--- config.mk ---
export PLATFORM = sky130hd
export DESIGN_NAME = vco_edge_decoder
export DESIGN_NICKNAME = d
export VERILOG_FILES = /design/src/rtl/vco_adc_pkg.sv /design/src/rtl/vco_edge_sync.sv /design/src/rtl/vco_edge_decoder.sv
export SDC_FILE = /design/constraint.sdc
export NUM_CORES = 1
export LEC_CHECK = 0
export CORE_MARGIN = 4
export CORE_UTILIZATION = 45
export CTS_BUF_LIST = sky130_fd_sc_hd__clkbuf_2
export CTS_CLUSTER_SIZE = 10
export DETAILED_ROUTE_END_ITERATION = 10
export PLACE_DENSITY = 0.7
export SYNTH_ARGS = -nofsm -noshare
export SYNTH_HDL_FRONTEND = slang
export SYNTH_SLANG_ARGS = --single-unit
--- constraint.sdc ---
create_clock -name clk -period 1.7 [get_ports clk]
set_input_delay 0.34 -clock clk [delete_from_list [all_inputs] [get_ports clk]]
set_output_delay 0.34 -clock clk [all_outputs]
set_load 0.05 [all_outputs]
--- src/rtl/vco_adc_pkg.sv ---
// rtl/vco_adc_pkg.sv - shared types, defaults and helpers for the VCO ADC edge decoder
package vco_adc_pkg;

    // Decoder control states
    typedef enum logic [1:0] {
        IDLE  = 2'd0,
        PRIME = 2'd1,
        RUN   = 2'd2
    } vco_state_e;

    localparam int CW_DEFAULT    = 8;
    localparam int WIN_W_DEFAULT = 8;

    // Largest code representable in cw bits; the edge counter sticks here
    function automatic logic [31:0] code_max(input int cw);
        code_max = (32'd1 << cw) - 32'd1;
    endfunction

endpackage

--- src/rtl/vco_edge_sync.sv ---
// rtl/vco_edge_sync.sv - optional q_in synchronizer (VCO_EDGE_DECODER_SYNC_EN) plus rising-edge detector
module vco_edge_sync (
    input  logic clk,
    input  logic rst_n,
    input  logic q_in,
    output logic rise
);

    logic q_s;
    logic q_d;  // previous sample of the (optionally synchronized) VCO bit

`ifdef VCO_EDGE_DECODER_SYNC_EN
    logic [1:0] sync_q;

    // Two-flop synchronizer for a q_in that is not already flopped in clk
    always_ff @(posedge clk or negedge rst_n) begin
        if (!rst_n) begin
            sync_q <= 2'b00;
        end else begin
            sync_q <= {sync_q[0], q_in};
        end
    end

    assign q_s = sync_q[1];
`else
    assign q_s = q_in;
`endif

    // Previous-sample register; it tracks every cycle so the PRIME cycle
    // loads it with the live value and the first RUN cycle sees no false edge
    always_ff @(posedge clk or negedge rst_n) begin
        if (!rst_n) begin
            q_d <= 1'b0;
        end else begin
            q_d <= q_s;
        end
    end

    assign rise = q_s & ~q_d;

endmodule

--- src/rtl/vco_edge_decoder.sv ---
// rtl/vco_edge_decoder.sv - counts VCO rising edges per programmable window; optional input sync via VCO_EDGE_DECODER_SYNC_EN
module vco_edge_decoder
    import vco_adc_pkg::*;
#(
    parameter int CW    = CW_DEFAULT,
    parameter int WIN_W = WIN_W_DEFAULT
) (
    input  logic             clk,
    input  logic             rst_n,
    input  logic             en,
    input  logic             q_in,
    input  logic [WIN_W-1:0] win_len,
    output logic [CW-1:0]    code,
    output logic             code_valid,
    input  logic             code_ready,
    output logic             sat,
    output logic             overrun,
    output logic             busy
);

    localparam logic [CW-1:0] CODE_MAX = CW'(code_max(CW));

    vco_state_e       state_q, state_d;
    logic [CW-1:0]    edge_cnt_q, edge_cnt_d;
    logic [WIN_W-1:0] win_cnt_q, win_cnt_d;
    logic             flag_q, flag_d;
    logic [CW-1:0]    code_q, code_d;
    logic             code_valid_q, code_valid_d;
    logic             sat_q, sat_d;
    logic             overrun_q, overrun_d;

    logic             rise;
    logic             at_max;
    logic [CW-1:0]    cnt_next;
    logic             flag_next;
    logic [WIN_W-1:0] win_start;
    logic             close;
    logic [CW-1:0]    close_cnt;
    logic             close_sat;

    vco_edge_sync u_sync (
        .clk   (clk),
        .rst_n (rst_n),
        .q_in  (q_in),
        .rise  (rise)
    );

    // A zero window length behaves as a one-cycle window
    assign win_start = (win_len == '0) ? '0 : win_len - 1'b1;
    assign at_max    = (edge_cnt_q == CODE_MAX);
    assign cnt_next  = (rise && !at_max) ? edge_cnt_q + 1'b1 : edge_cnt_q;
    assign flag_next = flag_q | (rise & at_max);

    // Window sequencing: prime, count edges, close and restart back to back
    always_comb begin
        state_d    = state_q;
        edge_cnt_d = edge_cnt_q;
        win_cnt_d  = win_cnt_q;
        flag_d     = flag_q;
        close      = 1'b0;
        close_cnt  = edge_cnt_q;
        close_sat  = flag_q;
        case (state_q)
            IDLE: begin
                edge_cnt_d = '0;
                win_cnt_d  = '0;
                flag_d     = 1'b0;
                if (en) begin
                    state_d = PRIME;
                end
            end
            PRIME: begin
                edge_cnt_d = '0;
                flag_d     = 1'b0;
                if (!en) begin
                    state_d   = IDLE;
                    win_cnt_d = '0;
                end else begin
                    state_d   = RUN;
                    win_cnt_d = win_start;
                end
            end
            RUN: begin
                if (!en) begin
                    // Partial window is thrown away
                    state_d    = IDLE;
                    edge_cnt_d = '0;
                    win_cnt_d  = '0;
                    flag_d     = 1'b0;
                end else if (win_cnt_q == '0) begin
                    // Last window cycle: a rise here still counts
                    close      = 1'b1;
                    close_cnt  = cnt_next;
                    close_sat  = flag_next;
                    edge_cnt_d = '0;
                    flag_d     = 1'b0;
                    win_cnt_d  = win_start;
                end else begin
                    edge_cnt_d = cnt_next;
                    flag_d     = flag_next;
                    win_cnt_d  = win_cnt_q - 1'b1;
                end
            end
            default: begin
                state_d = IDLE;
            end
        endcase
    end

    // One-deep result register with drop-on-full and sticky overrun
    always_comb begin
        code_d       = code_q;
        sat_d        = sat_q;
        code_valid_d = code_valid_q;
        overrun_d    = overrun_q;
        if (close) begin
            if (!code_valid_q || code_ready) begin
                code_d       = close_cnt;
                sat_d        = close_sat;
                code_valid_d = 1'b1;
            end else begin
                overrun_d = 1'b1;
            end
        end else if (code_valid_q && code_ready) begin
            code_valid_d = 1'b0;
        end
    end

    // State, counter and result registers
    always_ff @(posedge clk or negedge rst_n) begin
        if (!rst_n) begin
            state_q      <= IDLE;
            edge_cnt_q   <= '0;
            win_cnt_q    <= '0;
            flag_q       <= 1'b0;
            code_q       <= '0;
            code_valid_q <= 1'b0;
            sat_q        <= 1'b0;
            overrun_q    <= 1'b0;
        end else begin
            state_q      <= state_d;
            edge_cnt_q   <= edge_cnt_d;
            win_cnt_q    <= win_cnt_d;
            flag_q       <= flag_d;
            code_q       <= code_d;
            code_valid_q <= code_valid_d;
            sat_q        <= sat_d;
            overrun_q    <= overrun_d;
        end
    end

    assign code       = code_q;
    assign code_valid = code_valid_q;
    assign sat        = sat_q;
    assign overrun    = overrun_q;
    assign busy       = (state_q != IDLE);

endmodule
; After elaboration in Yosys (flattened, before gate mapping)
; Cells that the tools add are included.
[totals]
register_bits = 31
input_bits = 13
output_inout_bits = 12
word_cells = 68
[op_classes]
n_addsub = 3
n_eq_ne = 6
mux = 28
bitwise = 5
n_reduce_logical = 17
[op_table]
columns = cell, n
row1 = 2-to-1 mux 8 bit, 10
row2 = one-hot mux 8 bit (3 select lines), 1
row3 = logical NOT 8 bit, 2
row4 = one-hot mux 8 bit (2 select lines), 1
row5 = subtractor 8 x 1 -> 8 bit (second input constant), 2
row6 = 2-to-1 mux 1 bit, 11
row7 = adder 8 x 1 -> 8 bit (second input constant), 1
row8 = equality test 8 bit (second input constant), 1
row9 = AND reduction 2 bit, 4
row10 = 2-to-1 mux 2 bit, 3
row11 = one-hot mux 2 bit (3 select lines), 1
row12 = nonzero test 2 bit, 3
row13 = != test 2 bit (second input constant), 2
row14 = nonzero test 3 bit, 1
row15 = AND 1 bit, 2
row16 = equality test 2 x 1 -> 1 bit (second input constant), 1
row17 = equality test 2 bit (second input constant), 1
row18 = logical AND 1 bit, 2
row19 = logical NOT 1 bit, 2
row20 = logical NOT 2 bit, 1
row21 = != test 2 x 1 -> 1 bit (second input constant), 1
row22 = NOT 1 bit, 2
row23 = one-hot mux 1 bit (2 select lines), 1
row24 = OR reduction 2 bit, 1
row25 = other kinds (2), 2

; Logic depth before layout (Yosys ltp)
[depth]
word_depth = 7
mapped_depth = 7

; Modules after synthesis
; A second synthesis with hierarchy kept.
[unflattened]
hier_cells = 203
hier_area_um2 = 1818.0
[by_module_without_submodules]
columns = module, n_inst, cells_per_inst, area_per_inst_um2
row1 = vco_edge_decoder, 1, 201, 1779.2
row2 = vco_edge_sync, 1, 2, 38.8

; Worst setup path before layout
; Ideal clock, no wire load.
[synth_path]
path_type = reg-to-reg
start = register state_q[0]
end = register win_cnt_q[4]
setup_ns = 0.087
t_arrival_ns = 1.704
setup_slack_ns = -0.091
path_stages_with_launch = 6
path_buffers = 1
period_less_slack_ns = 1.791
path_cell_list = dfrtp_1 > ha_1 > clkbuf_1 > nand4b_1 > or4b_2 > o211ai_1
[synth_between]
elab_chain_cells = 2
word_cells_on_any_way = 5
[synth_rtl]
columns = element, line_no
row1 = "start, declared", vco_edge_decoder.sv:23  ; vco_state_e state_q, state_d;
row2 = "start signal, assigned", vco_edge_decoder.sv:141  ; state_q <= state_d;
row3 = "equality test 2 bit, or another cell as far along", vco_edge_decoder.sv:63  ; case (state_q)
row4 = one-hot mux 8 bit (3 select lines) or nonzero test 3 bit (tied branches), n/a
row5 = "end signal, assigned", vco_edge_decoder.sv:143  ; win_cnt_q <= win_cnt_d;
row6 = "end, declared", vco_edge_decoder.sv:25  ; logic [WIN_W-1:0] win_cnt_q, win_cnt_d;
; Parallel ways exist; a longest one is shown, timed or not.
; A chain may end at the register's enable or synchronous reset.

; Worst setup path in the final report
[layout_path]
start = register win_cnt_q[1]
end = register code_q[3] (netlist: code[3])
[layout_between]
elab_chain_cells = 5
word_cells_on_any_way = 8
[layout_rtl]
columns = element, line_no
row1 = logical NOT 8 bit *, vco_edge_decoder.sv:90  ; end else if (win_cnt_q == '0) begin
row2 = 2-to-1 mux 1 bit, vco_edge_decoder.sv:90
row3 = 2-to-1 mux 1 bit, vco_edge_decoder.sv:84  ; if (!en) begin
row4 = 2-to-1 mux 1 bit, vco_edge_decoder.sv:63
row5 = AND reduction 2 bit (no source line), n/a
row6 = "end signal, assigned", vco_edge_decoder.sv:145  ; code_q <= code_d;
row7 = "end, declared", vco_edge_decoder.sv:27  ; logic [CW-1:0] code_q, code_d;
; Mark *: on every way between the ends. The rest lies on a longest branch, timed or not.

==> metrics.cfg <==
[route]
wl_per_cell_microns=14.4
drc_errors=0
drt_iter0_drc=154
totalWireLength_mm=4.75
first_pass_iters=5
avgViaCountPerCell=5.55
ant_nets=0
vias=1831

[timing]
finalSetupViolCount=5
fmax_mhz=581
finalCriticalPeriod_ns=1.72
setup_ws_ns=-0.0208
finClkSkew_ns=0.0164
holdWs_ns=0.326
drv_slew=0
period_share=1.01
finalSetupTns_ns=-0.0645
tightest_slew_ns=0.384
grt_setup_unrepaired=true
final-hold-violation-count=0
max_slew_margin=0.744

[status]
status=finished with violations
violations=setup timing

[synth]
synth-main-ff-cell=dfrtp_1
synth_area_per_cell_sq_um=9.27
ys_warn_count=0
yosysSeqAreaShare=0.418
synthCells=200
syn-cell-area_sq_um=1850
synth_edf_count=0
netlist-cell-type-count=50
synth_seq_cells=31
synth_nets=221
synthArstFlopShare=1.00

[setup_path]
startpoint_type=flop
critical_path_arrival_ns=2.02
critPathRequiredTime_ns=2.00
endpoint_kind=flop
path_class=reg -> reg
critPathMaxFanout=8

[floorplanning]
num_rows=23
die-area_sq_um=5210
core_area_sq_um=4000
die_w_microns=72.2
initial_utilization=0.464
ios=25
die_h_microns=72.2

[placed_design]
port_buffers=24
place_congestion=0.858
placed_cells=310
hpwl_mm=3.50

[min_path]
min-delay-path-class=in -> async

[clocking]
path_clk_slew_ns=0.17
cts_hold_buf=0
clk_latency_ns=0.37
clock-root-buffer=clkbuf_2
clock-sinks=31
cts_tree=yes
numCtsBuffers=5
htreeDepth=2
ctsLongestPathBuffers=2

[global_routing]
grt_pass1_vias=1666
track_usage=0.193
grt_max_degree=32
overflow=0
grt_pass1_wl_mm=7.85
antenna_found_initial=0

[finish]
final_common_cell=buf_4
diodes=0
instances_no_fill=330
final_cell_mix=62 x buf_4, 31 x dfrtp_1, 16 x a21oi_1
fillCellCount=315
multi_input_area_sq_um=1140
syn2layout_area_growth_pct=45.2
final_core_util=0.673
drive_above_1_share=0.371
layout.nets=300
register_area_sq_um=776

[pwr]
max-vdd-ir-drop_mv=0.477
sw_frac_of_total=0.399
netSwitchingPower_mw=1.22
clkPwrFrac=0.114
p_leak_nw=1.24
internal_power_mw=1.84
power.share.sequential=0.307
comb_power_share=0.580
p_per_area_nw_per_um2=1140

[flow_run]
maxCapViolations=0

[sequential cells by signal (all words and copies together) (netlist names)]
| name | cells |
|---|---|
| code | 8 |
| overrun | 1 |
| state_q | 2 |
| code_valid | 1 |
| edge_cnt_q | 8 |
| u_sync.q_d | 1 |
| flag_q | 1 |
| win_cnt_q | 8 |
| sat | 1 |
[final timing paths]
check,start,to,slack (ns),cells past startpoint
max,win_cnt_q[1]$_DFFE_PN0P_,code[3]$_DFFE_PN0P_,-0.02,7
min,rst_n,code[1]$_DFFE_PN0P_,0.33,2
max reg2reg,win_cnt_q[1]$_DFFE_PN0P_,code[3]$_DFFE_PN0P_,-0.02,7
min reg2reg,code[2]$_DFFE_PN0P_,code[2]$_DFFE_PN0P_,0.51,2
max in group asynchronous,rst_n,win_cnt_q[4]$_DFFE_PN0P_,1.08,2
min in group clk,code[2]$_DFFE_PN0P_,code[2]$_DFFE_PN0P_,0.51,2
[metrics by stage]
stage	cell area [sq um]	setup slack, ns	power [mW]
3_3_place_gp	2440	-0.256	2.30
4_1_cts	2560	-0.00257	2.89
3_5_place_dp	2440	-0.295	2.32
6_report	2690	-0.0208	3.07
2_1_floorplan	1870	0.0136	1.74
5_1_grt	2690	-0.134	3.26
[power groups by stage]
stage	clock network (mW)	logic (mW)	registers, mW
6_report	0.349	1.78	0.941
5_1_grt	0.379	1.93	0.953
4_1_cts	0.360	1.60	0.936
3_5_place_dp	0	1.37	0.948
3_3_place_gp	0	1.36	0.939
2_1_floorplan	0	0.698	1.04
[logic make-up (layout without fill, tap and decap cells)]
kind of cell / count (synthesis) / in the layout / share of synthesized area
multiplexers: 4 / 4 / 0.0236
buffers and inverters: 15 / 95 / 0.0317
AO/OA/AOI/OAI: 59 / 59 / 0.201
AND/OR/NAND/NOR: 75 / 75 / 0.233
adder cells (fa/ha/maj): 8 / 8 / 0.0540
XOR/XNOR: 8 / 8 / 0.0378
flip-flops: 31 / 31 / 0.418
[timing repair]
action	CTS	global route
pin swaps	6	6
resized for setup	12	31
endpoints found under the setup margin	13	22
setup buffers	6	6
gates cloned	1	0
[metal layers]
| layer | track usage | vias to the layer above | routed length [microns] |
|---|---|---|---|
| met5 | 0 | - | 0 |
| met4 | 0.0501 | 0 | 44 |
| met2 | 0.311 | 46 | 2310 |
| li1 | - | 902 | - |
| met1 | 0.259 | 879 | 2130 |
| met3 | 0.0457 | 4 | 259 |
[Yosys cell counts (2+ instances only)]
cell | n | share of area
nor4_1 | 2 | 0.0067
xor2_1 | 2 | 0.0094
clkbuf_1 | 3 | 0.0061
a21oi_1 | 16 | 0.043
dfrtp_1 | 31 | 0.42
mux2_2 | 3 | 0.018
and3_1 | 3 | 0.010
and3b_1 | 2 | 0.0094
nor2b_1 | 4 | 0.013
xnor2_1 | 6 | 0.028
a22o_1 | 2 | 0.0094
nand4b_1 | 2 | 0.0094
o21ai_0 | 18 | 0.049
nand4_1 | 4 | 0.013
and4b_1 | 2 | 0.011
buf_2 | 2 | 0.0054
ha_1 | 8 | 0.054
inv_1 | 9 | 0.018
nand3_1 | 4 | 0.011
and2_1 | 4 | 0.013
o221ai_1 | 5 | 0.024
a31oi_1 | 5 | 0.017
nand2_1 | 21 | 0.043
nor2_1 | 14 | 0.028
o31ai_1 | 2 | 0.0081
nor3_1 | 2 | 0.0054
[final cells by class]
type | instances | share of cell area
Timing Repair Buffer | 78 | 0.237
Tap cell | 50 | 0.0232
Clock buffer | 6 | 0.0112
Multi-Input combinational cell | 154 | 0.425
Sequential cell | 31 | 0.288
Inverter | 9 | 0.0125
Clock inverter | 2 | 0.00279
[worst max-delay path, stage by stage, from the launching register on]
cell	delay, ns
dfrtp_1	0.42
inv_2	0.07
ha_4	0.13
nor3b_4	0.27
buf_4	0.17
nand4_1	0.21
buf_6	0.24
o31ai_4	0.16
Note: power is estimated with default switching activity, not from simulation.
